==> src/rtl/eater_pkg.sv <==
// eater_pkg: shared definitions for the eater_cpu core.
//   - Opcode constants (upper nibble of the instruction word).
//   - FSM state enum for the hardwired control sequencer.
//   - Field-slicing helpers that work for any DATA_W/ADDR_W up to MAX_W.
package eater_pkg;

  // Widest instruction word the slicing helpers accept.
  localparam int MAX_W = 64;

  localparam logic [3:0] OP_NOP = 4'h0;
  localparam logic [3:0] OP_LDA = 4'h1;
  localparam logic [3:0] OP_ADD = 4'h2;
  localparam logic [3:0] OP_SUB = 4'h3;
  localparam logic [3:0] OP_STA = 4'h4;
  localparam logic [3:0] OP_LDI = 4'h5;
  localparam logic [3:0] OP_JMP = 4'h6;
  localparam logic [3:0] OP_JC  = 4'h7;
  localparam logic [3:0] OP_JZ  = 4'h8;
  localparam logic [3:0] OP_OUT = 4'hE;
  localparam logic [3:0] OP_HLT = 4'hF;

  typedef enum logic [2:0] {
    S_HALT,
    S_F0,
    S_F1,
    S_F2,
    S_E0,
    S_E1,
    S_E2,
    S_OUTW
  } state_e;

  // Opcode is always the top nibble of a data_w-bit instruction word.
  function automatic logic [3:0] ir_opcode(input logic [MAX_W-1:0] ir, input int data_w);
    return ir[data_w-4 +: 4];
  endfunction

  // Operand field (everything below the opcode), zero-extended.
  function automatic logic [MAX_W-1:0] ir_operand(input logic [MAX_W-1:0] ir, input int data_w);
    return ir & ((MAX_W'(1) << (data_w - 4)) - MAX_W'(1));
  endfunction

  // RAM address: low addr_w bits of the operand.
  function automatic logic [MAX_W-1:0] ir_addr(input logic [MAX_W-1:0] ir, input int addr_w);
    return ir & ((MAX_W'(1) << addr_w) - MAX_W'(1));
  endfunction

endpackage

==> src/rtl/eater_ram.sv <==
// eater_ram: single-port RAM, synchronous write, registered (1-cycle) read.
// Read-before-write on a shared address. Contents are never reset.
// Ports:
//   clk_i     in  clock
//   we_i      in  write enable
//   addr_i    in  ADDR_W word address (shared by read and write)
//   wdata_i   in  DATA_W write data
//   rdata_o   out DATA_W read data, valid one cycle after addr_i
module eater_ram #(
  parameter int DATA_W = 8,
  parameter int ADDR_W = 4
) (
  input  logic              clk_i,
  input  logic              we_i,
  input  logic [ADDR_W-1:0] addr_i,
  input  logic [DATA_W-1:0] wdata_i,
  output logic [DATA_W-1:0] rdata_o
);

  logic [DATA_W-1:0] mem_q [2**ADDR_W];
  logic [DATA_W-1:0] rdata_q;

  always_ff @(posedge clk_i) begin
    if (we_i) begin
      mem_q[addr_i] <= wdata_i;
    end
    rdata_q <= mem_q[addr_i];
  end

  assign rdata_o = rdata_q;

endmodule

==> src/rtl/eater_cpu.sv <==
// eater_cpu: accumulator CPU with a hardwired multi-cycle control FSM.
// Ports:
//   clk_i          in  clock (rising edge)
//   reset_ni       in  asynchronous active-low reset
//   start_i        in  in HALT: restart at address 0
//   halted_o       out core is in HALT
//   load_valid_i   in  RAM program-load write request (honoured only in HALT)
//   load_ready_o   out equals halted_o
//   load_addr_i    in  program-load address
//   load_data_i    in  program-load data
//   out_valid_o    out out_data_o holds an OUT result
//   out_ready_i    in  consumer accepts the OUT result
//   out_data_o     out OUT result
//   pc_o           out program counter (debug)
module eater_cpu
  import eater_pkg::*;
#(
  parameter int DATA_W       = 8,
  parameter int ADDR_W       = 4,
  parameter int RUN_ON_RESET = 0
) (
  input  logic              clk_i,
  input  logic              reset_ni,
  input  logic              start_i,
  output logic              halted_o,
  input  logic              load_valid_i,
  output logic              load_ready_o,
  input  logic [ADDR_W-1:0] load_addr_i,
  input  logic [DATA_W-1:0] load_data_i,
  output logic              out_valid_o,
  input  logic              out_ready_i,
  output logic [DATA_W-1:0] out_data_o,
  output logic [ADDR_W-1:0] pc_o
);

  state_e            state_q;
  logic [ADDR_W-1:0] pc_q;
  logic [ADDR_W-1:0] mar_q;
  logic [DATA_W-1:0] ir_q;
  logic [DATA_W-1:0] a_q;
  logic              c_q;
  logic              z_q;
  logic [DATA_W-1:0] out_data_q;
  logic              out_valid_q;

  logic [3:0]        opcode;
  logic [DATA_W-1:0] operand_ext;
  logic [ADDR_W-1:0] op_addr;
  logic [DATA_W:0]   alu_sum;

  logic              ram_we;
  logic [ADDR_W-1:0] ram_addr;
  logic [DATA_W-1:0] ram_wdata;
  logic [DATA_W-1:0] ram_rdata;

  assign opcode      = ir_opcode(MAX_W'(ir_q), DATA_W);
  assign operand_ext = DATA_W'(ir_operand(MAX_W'(ir_q), DATA_W));
  assign op_addr     = ADDR_W'(ir_addr(MAX_W'(ir_q), ADDR_W));

  // One extra bit so bit DATA_W is the carry out of ADD and the borrow of SUB.
  always_comb begin
    if (opcode == OP_SUB) begin
      alu_sum = {1'b0, a_q} - {1'b0, ram_rdata};
    end else begin
      alu_sum = {1'b0, a_q} + {1'b0, ram_rdata};
    end
  end

  // The load port owns the RAM while halted; otherwise MAR addresses it and
  // only STA (in E1) writes.
  assign ram_we    = ((state_q == S_HALT) && load_valid_i) ||
                     ((state_q == S_E1) && (opcode == OP_STA));
  assign ram_addr  = (state_q == S_HALT) ? load_addr_i : mar_q;
  assign ram_wdata = (state_q == S_HALT) ? load_data_i : a_q;

  eater_ram #(
    .DATA_W(DATA_W),
    .ADDR_W(ADDR_W)
  ) u_ram (
    .clk_i  (clk_i),
    .we_i   (ram_we),
    .addr_i (ram_addr),
    .wdata_i(ram_wdata),
    .rdata_o(ram_rdata)
  );

  always_ff @(posedge clk_i or negedge reset_ni) begin
    if (!reset_ni) begin
      state_q     <= (RUN_ON_RESET != 0) ? S_F0 : S_HALT;
      pc_q        <= '0;
      mar_q       <= '0;
      ir_q        <= '0;
      a_q         <= '0;
      c_q         <= 1'b0;
      z_q         <= 1'b0;
      out_data_q  <= '0;
      out_valid_q <= 1'b0;
    end else begin
      case (state_q)
        S_HALT: begin
          // A and flags are deliberately kept across a restart.
          if (start_i) begin
            pc_q    <= '0;
            state_q <= S_F0;
          end
        end
        S_F0: begin
          mar_q   <= pc_q;
          state_q <= S_F1;
        end
        S_F1: begin
          // RAM read of M[MAR] is in flight this cycle.
          state_q <= S_F2;
        end
        S_F2: begin
          ir_q    <= ram_rdata;
          pc_q    <= pc_q + 1'b1;
          state_q <= S_E0;
        end
        S_E0: begin
          case (opcode)
            OP_LDA, OP_ADD, OP_SUB, OP_STA: begin
              mar_q   <= op_addr;
              state_q <= S_E1;
            end
            OP_LDI: begin
              a_q     <= operand_ext;
              state_q <= S_F0;
            end
            OP_JMP: begin
              pc_q    <= op_addr;
              state_q <= S_F0;
            end
            OP_JC: begin
              if (c_q) pc_q <= op_addr;
              state_q <= S_F0;
            end
            OP_JZ: begin
              if (z_q) pc_q <= op_addr;
              state_q <= S_F0;
            end
            OP_OUT: begin
              out_data_q  <= a_q;
              out_valid_q <= 1'b1;
              state_q     <= S_OUTW;
            end
            OP_HLT: begin
              state_q <= S_HALT;
            end
            default: begin
              // NOP and unassigned opcodes 9..D.
              state_q <= S_F0;
            end
          endcase
        end
        S_E1: begin
          // STA's write happens on this edge through ram_we.
          state_q <= (opcode == OP_STA) ? S_F0 : S_E2;
        end
        S_E2: begin
          if (opcode == OP_LDA) begin
            a_q <= ram_rdata;
          end else begin
            a_q <= alu_sum[DATA_W-1:0];
            c_q <= alu_sum[DATA_W];
            z_q <= ~|alu_sum[DATA_W-1:0];
          end
          state_q <= S_F0;
        end
        S_OUTW: begin
          // out_valid_q is always set here, so out_ready_i alone completes it.
          if (out_ready_i) begin
            out_valid_q <= 1'b0;
            state_q     <= S_F0;
          end
        end
        default: begin
          state_q <= S_HALT;
        end
      endcase
    end
  end

  assign halted_o     = (state_q == S_HALT);
  assign load_ready_o = halted_o;
  assign out_valid_o  = out_valid_q;
  assign out_data_o   = out_data_q;
  assign pc_o         = pc_q;

endmodule

==> config.mk <==
export PLATFORM = sky130hd
export DESIGN_NAME = eater_cpu
export DESIGN_NICKNAME = d
export VERILOG_FILES = /design/src/rtl/eater_pkg.sv /design/src/rtl/eater_ram.sv /design/src/rtl/eater_cpu.sv
export SDC_FILE = /design/constraint.sdc
export NUM_CORES = 1
export LEC_CHECK = 0
export BUFFER_PORTS_ARGS = -buffer_cell sky130_fd_sc_hd__buf_2
export CAP_MARGIN = 20
export CORE_MARGIN = 8
export CORE_UTILIZATION = 50
export CTS_BUF_LIST = sky130_fd_sc_hd__clkbuf_8
export DETAILED_ROUTE_END_ITERATION = 10
export GPL_ROUTABILITY_DRIVEN = 0
export HOLD_SLACK_MARGIN = 0.02
export PLACE_DENSITY = 0.68
export SYNTH_ARGS = -nofsm -noshare
export SYNTH_HDL_FRONTEND = slang
export SYNTH_SLANG_ARGS = --single-unit
==> constraint.sdc <==
create_clock -name clk_i -period 4.2 [get_ports clk_i]
set_clock_uncertainty 0.15 [all_clocks]
set_input_delay 1.05 -clock clk_i [delete_from_list [all_inputs] [get_ports clk_i]]
set_output_delay 1.05 -clock clk_i [all_outputs]
set_load 0.02 [all_outputs]
## Word-level counts from Yosys, hierarchy flattened

Memories as Yosys holds them, arrays and structs flattened. A register that Yosys moved wholly into a read port is not among the register bits.
Index checks and enable logic that the tools add are counted.

- Bits in registers: 38
- RAM bits: 128
- Input port bits: 17
- Output and inout port bits: 15
- Word-level logic and storage cells: 80
- Memories kept: 1

Memory list:

| memory | words | width | read ports | clocked after Yosys merged registers in | wr ports | line | text |
|---|---|---|---|---|---|---|---|
| u_ram.mem_q | 16 | 8 | 1 | 1 | 1 | eater_ram.sv:20 | `logic [DATA_W-1:0] mem_q [2**ADDR_W];` |

- $add $sub $neg: 3
- Equal/unequal tests: 25
- Multiplexer cells: 23
- Bitwise logic cells: 1
- Reductions and logical operators: 18

Operators by type and width:

| kind | number |
|---|---|
| 8-bit two-way mux | 3 |
| 3-bit one-hot mux with 8 select lines | 1 |
| 4-bit one-hot mux with 3 select lines | 2 |
| 4-bit two-way mux | 5 |
| 4-bit by 3-bit == test with 1-bit output, second input constant | 4 |
| 8-bit one-hot mux with 2 select lines | 1 |
| 3-bit == test, second input constant | 4 |
| 4-bit == test, second input constant | 3 |
| 2-bit AND reduction | 5 |
| 8-bit by 8-bit adder with 9-bit output | 1 |
| 3-bit two-way mux | 3 |
| 9-bit two-way mux | 1 |
| 3-bit one-hot mux with 3 select lines | 1 |
| 8-bit by 8-bit subtractor with 9-bit output | 1 |
| 4-bit by 2-bit == test with 1-bit output, second input constant | 2 |
| 4-bit one-hot mux with 2 select lines | 1 |
| 8-bit OR reduction | 1 |
| 3-bit by 2-bit == test with 1-bit output, second input constant | 2 |
| 2-bit by 1-bit != test with 1-bit output, second input constant | 3 |
| 3-bit != test, second input constant | 2 |
| 2-bit nonzero test | 3 |
| 5-bit AND reduction | 1 |
| 4-bit by 1-bit adder with 4-bit output, second input constant | 1 |
| 4-bit by 1-bit == test with 1-bit output, second input constant | 1 |
| other kinds (13) | 18 |

## Depth between registers and ports, before layout

- Depth after elaboration: 5
- Mapped depth: 11
- Gate-level depth less buffers: 10

## Cells and area by module

A second synthesis with hierarchy kept.

- Cells, all modules: 519
- Area, all modules: 7709.9 um^2

By module, submodules not included:

| module | instances | cells an instance | area each (um^2) | seq. area each (um^2) |
|---|---|---|---|---|
| eater_ram | 1 | 230 | 5067.4 | 4003.8 |
| eater_cpu | 1 | 289 | 2642.5 | 950.9 |

## Worst setup path after synthesis

No wires, ideal clock.

- Path type: reg-to-reg
- From: register ir_q[6]
- To: register z_q
- Library setup time: 122 ps
- Arrival: 2679 ps
- Required time: 3928 ps
- Path slack: 1250 ps
- Stages on the path, launching flop included: 11
- Buffers on the path: 2
- Clock period less this slack: 2950 ps
- Path through: dfrtp_1 -> clkbuf_1 -> nor4bb_1 -> clkbuf_1 -> mux2_2 -> fa_1 -> nor2b_1 -> o21a_1 -> nor3_1 -> o221a_2 -> a32o_1

- Word-level cells in the longest chain between the ends: 4
- Elaborated cells on any way between the ends: 7
- Classes of those cells: eq/ne (2); mux (1); bitwise (1); reduce/logical (3)

Ends and longest elaborated chain:

| element | line | text |
|---|---|---|
| start: declaration | eater_cpu.sv:39 | `logic [DATA_W-1:0] ir_q;` |
| start signal: assignment | eater_cpu.sv:116 | `ir_q <= ram_rdata;` |
| 4-bit by 2-bit == test with 1-bit output | eater_cpu.sv:62 | `if (opcode == OP_SUB) begin` |
| 9-bit two-way mux | eater_cpu.sv:62 |  |
| 8-bit OR reduction | eater_cpu.sv:166 | `z_q <= ~\|alu_sum[DATA_W-1:0];` |
| 1-bit zero test | eater_cpu.sv:166 |  |
| end signal: assignment | eater_cpu.sv:166 |  |
| end: declaration | eater_cpu.sv:42 | `logic z_q;` |

Parallel ways exist; a longest one is shown, timed or not.
A chain may end at the register's enable or synchronous reset.

## Final worst setup path

- From: register state_q[1]
- To: memory u_ram.mem_q[3][2] (enable)

- Word-level cells in the longest chain between the ends: 5
- Elaborated cells on any way between the ends: 8
- Classes of those cells: eq/ne (1); mux (3); reduce/logical (4)

Ends and longest elaborated chain:

| element | line | text |
|---|---|---|
| start: declaration | eater_cpu.sv:36 | `state_e state_q;` |
| start signal: assignment | eater_cpu.sv:89 | `state_q <= (RUN_ON_RESET != 0) ? S_F0 : S_HALT;` |
| start signal: assignment | eater_cpu.sv:158 | `state_q <= (opcode == OP_STA) ? S_F0 : S_E2;` |
| 3-bit == test or 3-bit zero test (tied branches) | eater_cpu.sv:72, eater_cpu.sv:71, eater_cpu.sv:73 |  |
| 1-bit logical AND, on equally long branches | eater_cpu.sv:72, eater_cpu.sv:71 |  |
| 1-bit logical OR | eater_cpu.sv:71 | `assign ram_we = ((state_q == S_HALT) && load_valid_i) \|\|` |
| 1-bit two-way mux | eater_ram.sv:24 | `if (we_i) begin` |
| 1-bit two-way mux (implied by the code) | eater_ram.sv:25 | `mem_q[addr_i] <= wdata_i;` |
| end: declaration | eater_ram.sv:20 |  |

Parallel ways exist; a longest one is shown, timed or not.

==> impl_results.md <==
* Storage cell area at 0.00496 sq mm
* Fillers at 1471
* Tcrit/Tclk final at 83.5%
* Synthesized area at 0.00872 sq mm
* Worst Setup End Kind: flop
* Drt via density at 5.90
* Antenna Cells at 0
* Largest net degree at the start of global routing at 39
* Vias in the first global route at 5528
* Post-CTS resize count at 0
* DRT antenna net count at 0
* Post-Synthesis Cells at 697
* Total Routing Usage GR at 18.4%
* WHS at 360 ps
* Slew @ Worst Pin at 937 ps
* Total wire length at 19.8 mm
* Hpwl dp at 13.4 mm
* Pre-CTS setup slack at 775 ps
* VDD IR max at 0.401 mV
* Worst Setup Start Kind: flop
* Final Core Density at 54.7%
* Max Slew Vio Count at 0
* Worst endpoint required time at 4140 ps
* Post-CTS setup buffer count at 0
* Most used DFF post-synth: edfxtp_1
* Synthesized flop and latch total at 174
* Asr flop ratio synth at 21.8%
* CTS buffer count at 17
* Worst hold start: out_data_o[1]
* Die area at 0.0219 sq mm
* Cell Count, Final, Fillers Out at 951
* Post-synth EDFFs at 128
* Htree depth at 4
* DRT Pass-1 Iters at 5
* Final setup viols at 0
* Die X at 148 um
* Hold Vio Cnt, Final at 0
* Total negative setup slack at 0 ps
* Layout area overhead at 7.82%
* Post-synthesis sequential area ratio at 56.8%
* # nets final at 742
* FMAX at 285 MHz
* Root Driver: clkbuf_8
* CTS tree: done
* Post-synth cell types at 67
* Number of port buffers at 31
* Synthesized area per cell at 12.5 sq um
* Clk buf depth at 2
* Peak fanout along the critical path at 33
* Net Count, Synth at 725
* Via count at 5610
* Hold Crit Class: flop to flop
* Tmin final at 3510 ps
* First-pass GRT wire length at 31.0 mm
* Lkg Pwr at 3.75 nW
* # hold bufs at CTS at 0
* Power density cells at 817 mW/mm^2
* WL/cell at 20.8 um
* Placed cells at 919
* Setup WS post-layout at 692 ps
* Row cnt at 48
* CTS Sinks at 174
* Area of the multi-input gates at 0.00349 sq mm
* Initial Util at 50.7%
* I/O pins at 32
* Drt drc at 0
* Reg-to-reg startpoint: state_q[1]
* Core area at 0.0172 sq mm
* Die Y at 148 um
* Slew headroom at 37.2%
* Clk pin slew, worst setup/hold paths at 90 ps
* Ratio of cells with drive above 1 in the final layout at 17.4%
* RSZ-0062 raised after global routing: false
* Total grt overflow at 0
* Iter 0 DRT Violations at 307
* Outcome: finished clean
* Max-Cap Viols at 0
* Initial antenna violation count at 0
* CP arrival at 3450 ps
* Setup crit start: state_q[1]
* Critical path type: flop to flop
* Ys Warns at 0
* Clk Latency, worst-skew pair at 460 ps
==> worst max-delay path, cell delays in order, from the launching register on <==
cell and delay [ps]:
dfrtp_1 550, or3_2 580, inv_6 250, mux2i_1 470, nand2_1 420, nor2_1 710
==> cell usage in the layout (no fill, tap or decap), drive strengths merged, types with 10 or more instances in the layout <==
cell type and instances:
edfxtp 128, mux2i 126, nand2 97, buf 41
nor2 40, dfrtp 38, mux2 30, a21oi 25
o21ai 19, inv 18, clkbuf 17, nand2b 11
ha 10, o221ai 10
==> worst paths after layout <==
| kind | end | slack (ps) | depth (start not counted) |
|---|---|---|---|
| setup reg to reg | u_ram.mem_q[3][2] | 690 | 5 |
| setup / recovery | u_ram.mem_q[3][2] | 690 | 5 |
| min in group asynchronous | ir_q[4] | 560 | 1 |
| max in group asynchronous | mar_q[0] | 2730 | 1 |
| hold / removal | out_data_o[1] | 360 | 1 |
| hold reg to reg | out_data_o[1] | 360 | 1 |
==> cell type report <==
class                      instances  share of cell area (%)
sequential                       174                    52.7
multi-input combinational        468                    37.1
tap                              225                    3.00
clock buffer                      17                    2.49
timing repair buffer              41                    2.45
clock inverter                    14                    1.66
inverter                          12                   0.533
==> registers in the layout, summed over array words and instances, names as in the netlist <==
signal / cells
out_data_o: 8
mar_q: 4
ir_q: 8
state_q: 3
z_q: 1
u_ram.rdata_o: 8
c_q: 1
pc_o: 4
a_q: 8
u_ram.mem_q: 128
out_valid_o: 1
==> Yosys cell counts (all sizes together), types with 6 or more instances <==
| cell | number | area [sq um] |
|---|---|---|
| edfxtp | 128 | 3840 |
| mux2i | 126 | 1260 |
| nand2 | 97 | 364 |
| nor2 | 40 | 150 |
| dfrtp | 38 | 951 |
| mux2 | 30 | 342 |
| buf | 27 | 183 |
| a21oi | 25 | 125 |
| o21ai | 19 | 95.1 |
| clkbuf | 16 | 60.1 |
| inv | 12 | 50.1 |
| nand2b | 11 | 76.3 |
| ha | 10 | 125 |
| o221ai | 10 | 131 |
| dfxtp | 8 | 160 |
| nor2b | 8 | 50.1 |
| o32a | 8 | 80.1 |
| a211oi | 7 | 52.6 |
| xnor2 | 7 | 61.3 |
| nand3 | 6 | 30.0 |
| nor3 | 6 | 40.0 |
==> logic make-up after synthesis <==
| group | Yosys count | share of synthesized area (%) |
|---|---|---|
| flops | 174 | 56.8 |
| mux | 156 | 18.4 |
| compound gates | 104 | 8.81 |
| buf+inv | 55 | 3.36 |
| simple gates | 188 | 9.98 |
| fa+ha+maj | 11 | 1.67 |
| xor+xnor | 9 | 0.904 |
==> power by group <==
part / switching (mW) / total [mW] / internal (mW)
clock: 0.625 / 1.16 / 0.537
combinational: 2.33 / 3.83 / 1.50
sequential: 0.316 / 2.69 / 2.37
==> layer usage <==
layer,GRT usage (%),up-vias,share of wire [%]
met4,5.92,0,1.6
met2,30.3,164,49
li1,-,2623,-
met1,24.2,2793,44
met5,0,-,0
met3,3.52,30,5.1
==> metrics by stage <==
stage | power (mW) | cell area, sq um
after floorplan | 5.52 | 8720
after global placement | 6.40 | 9000
after detailed placement | 6.51 | 9000
after CTS | 7.67 | 9390
after global routing | 8.13 | 9400
final | 7.68 | 9400
Power figures use the tool's default switching activity.
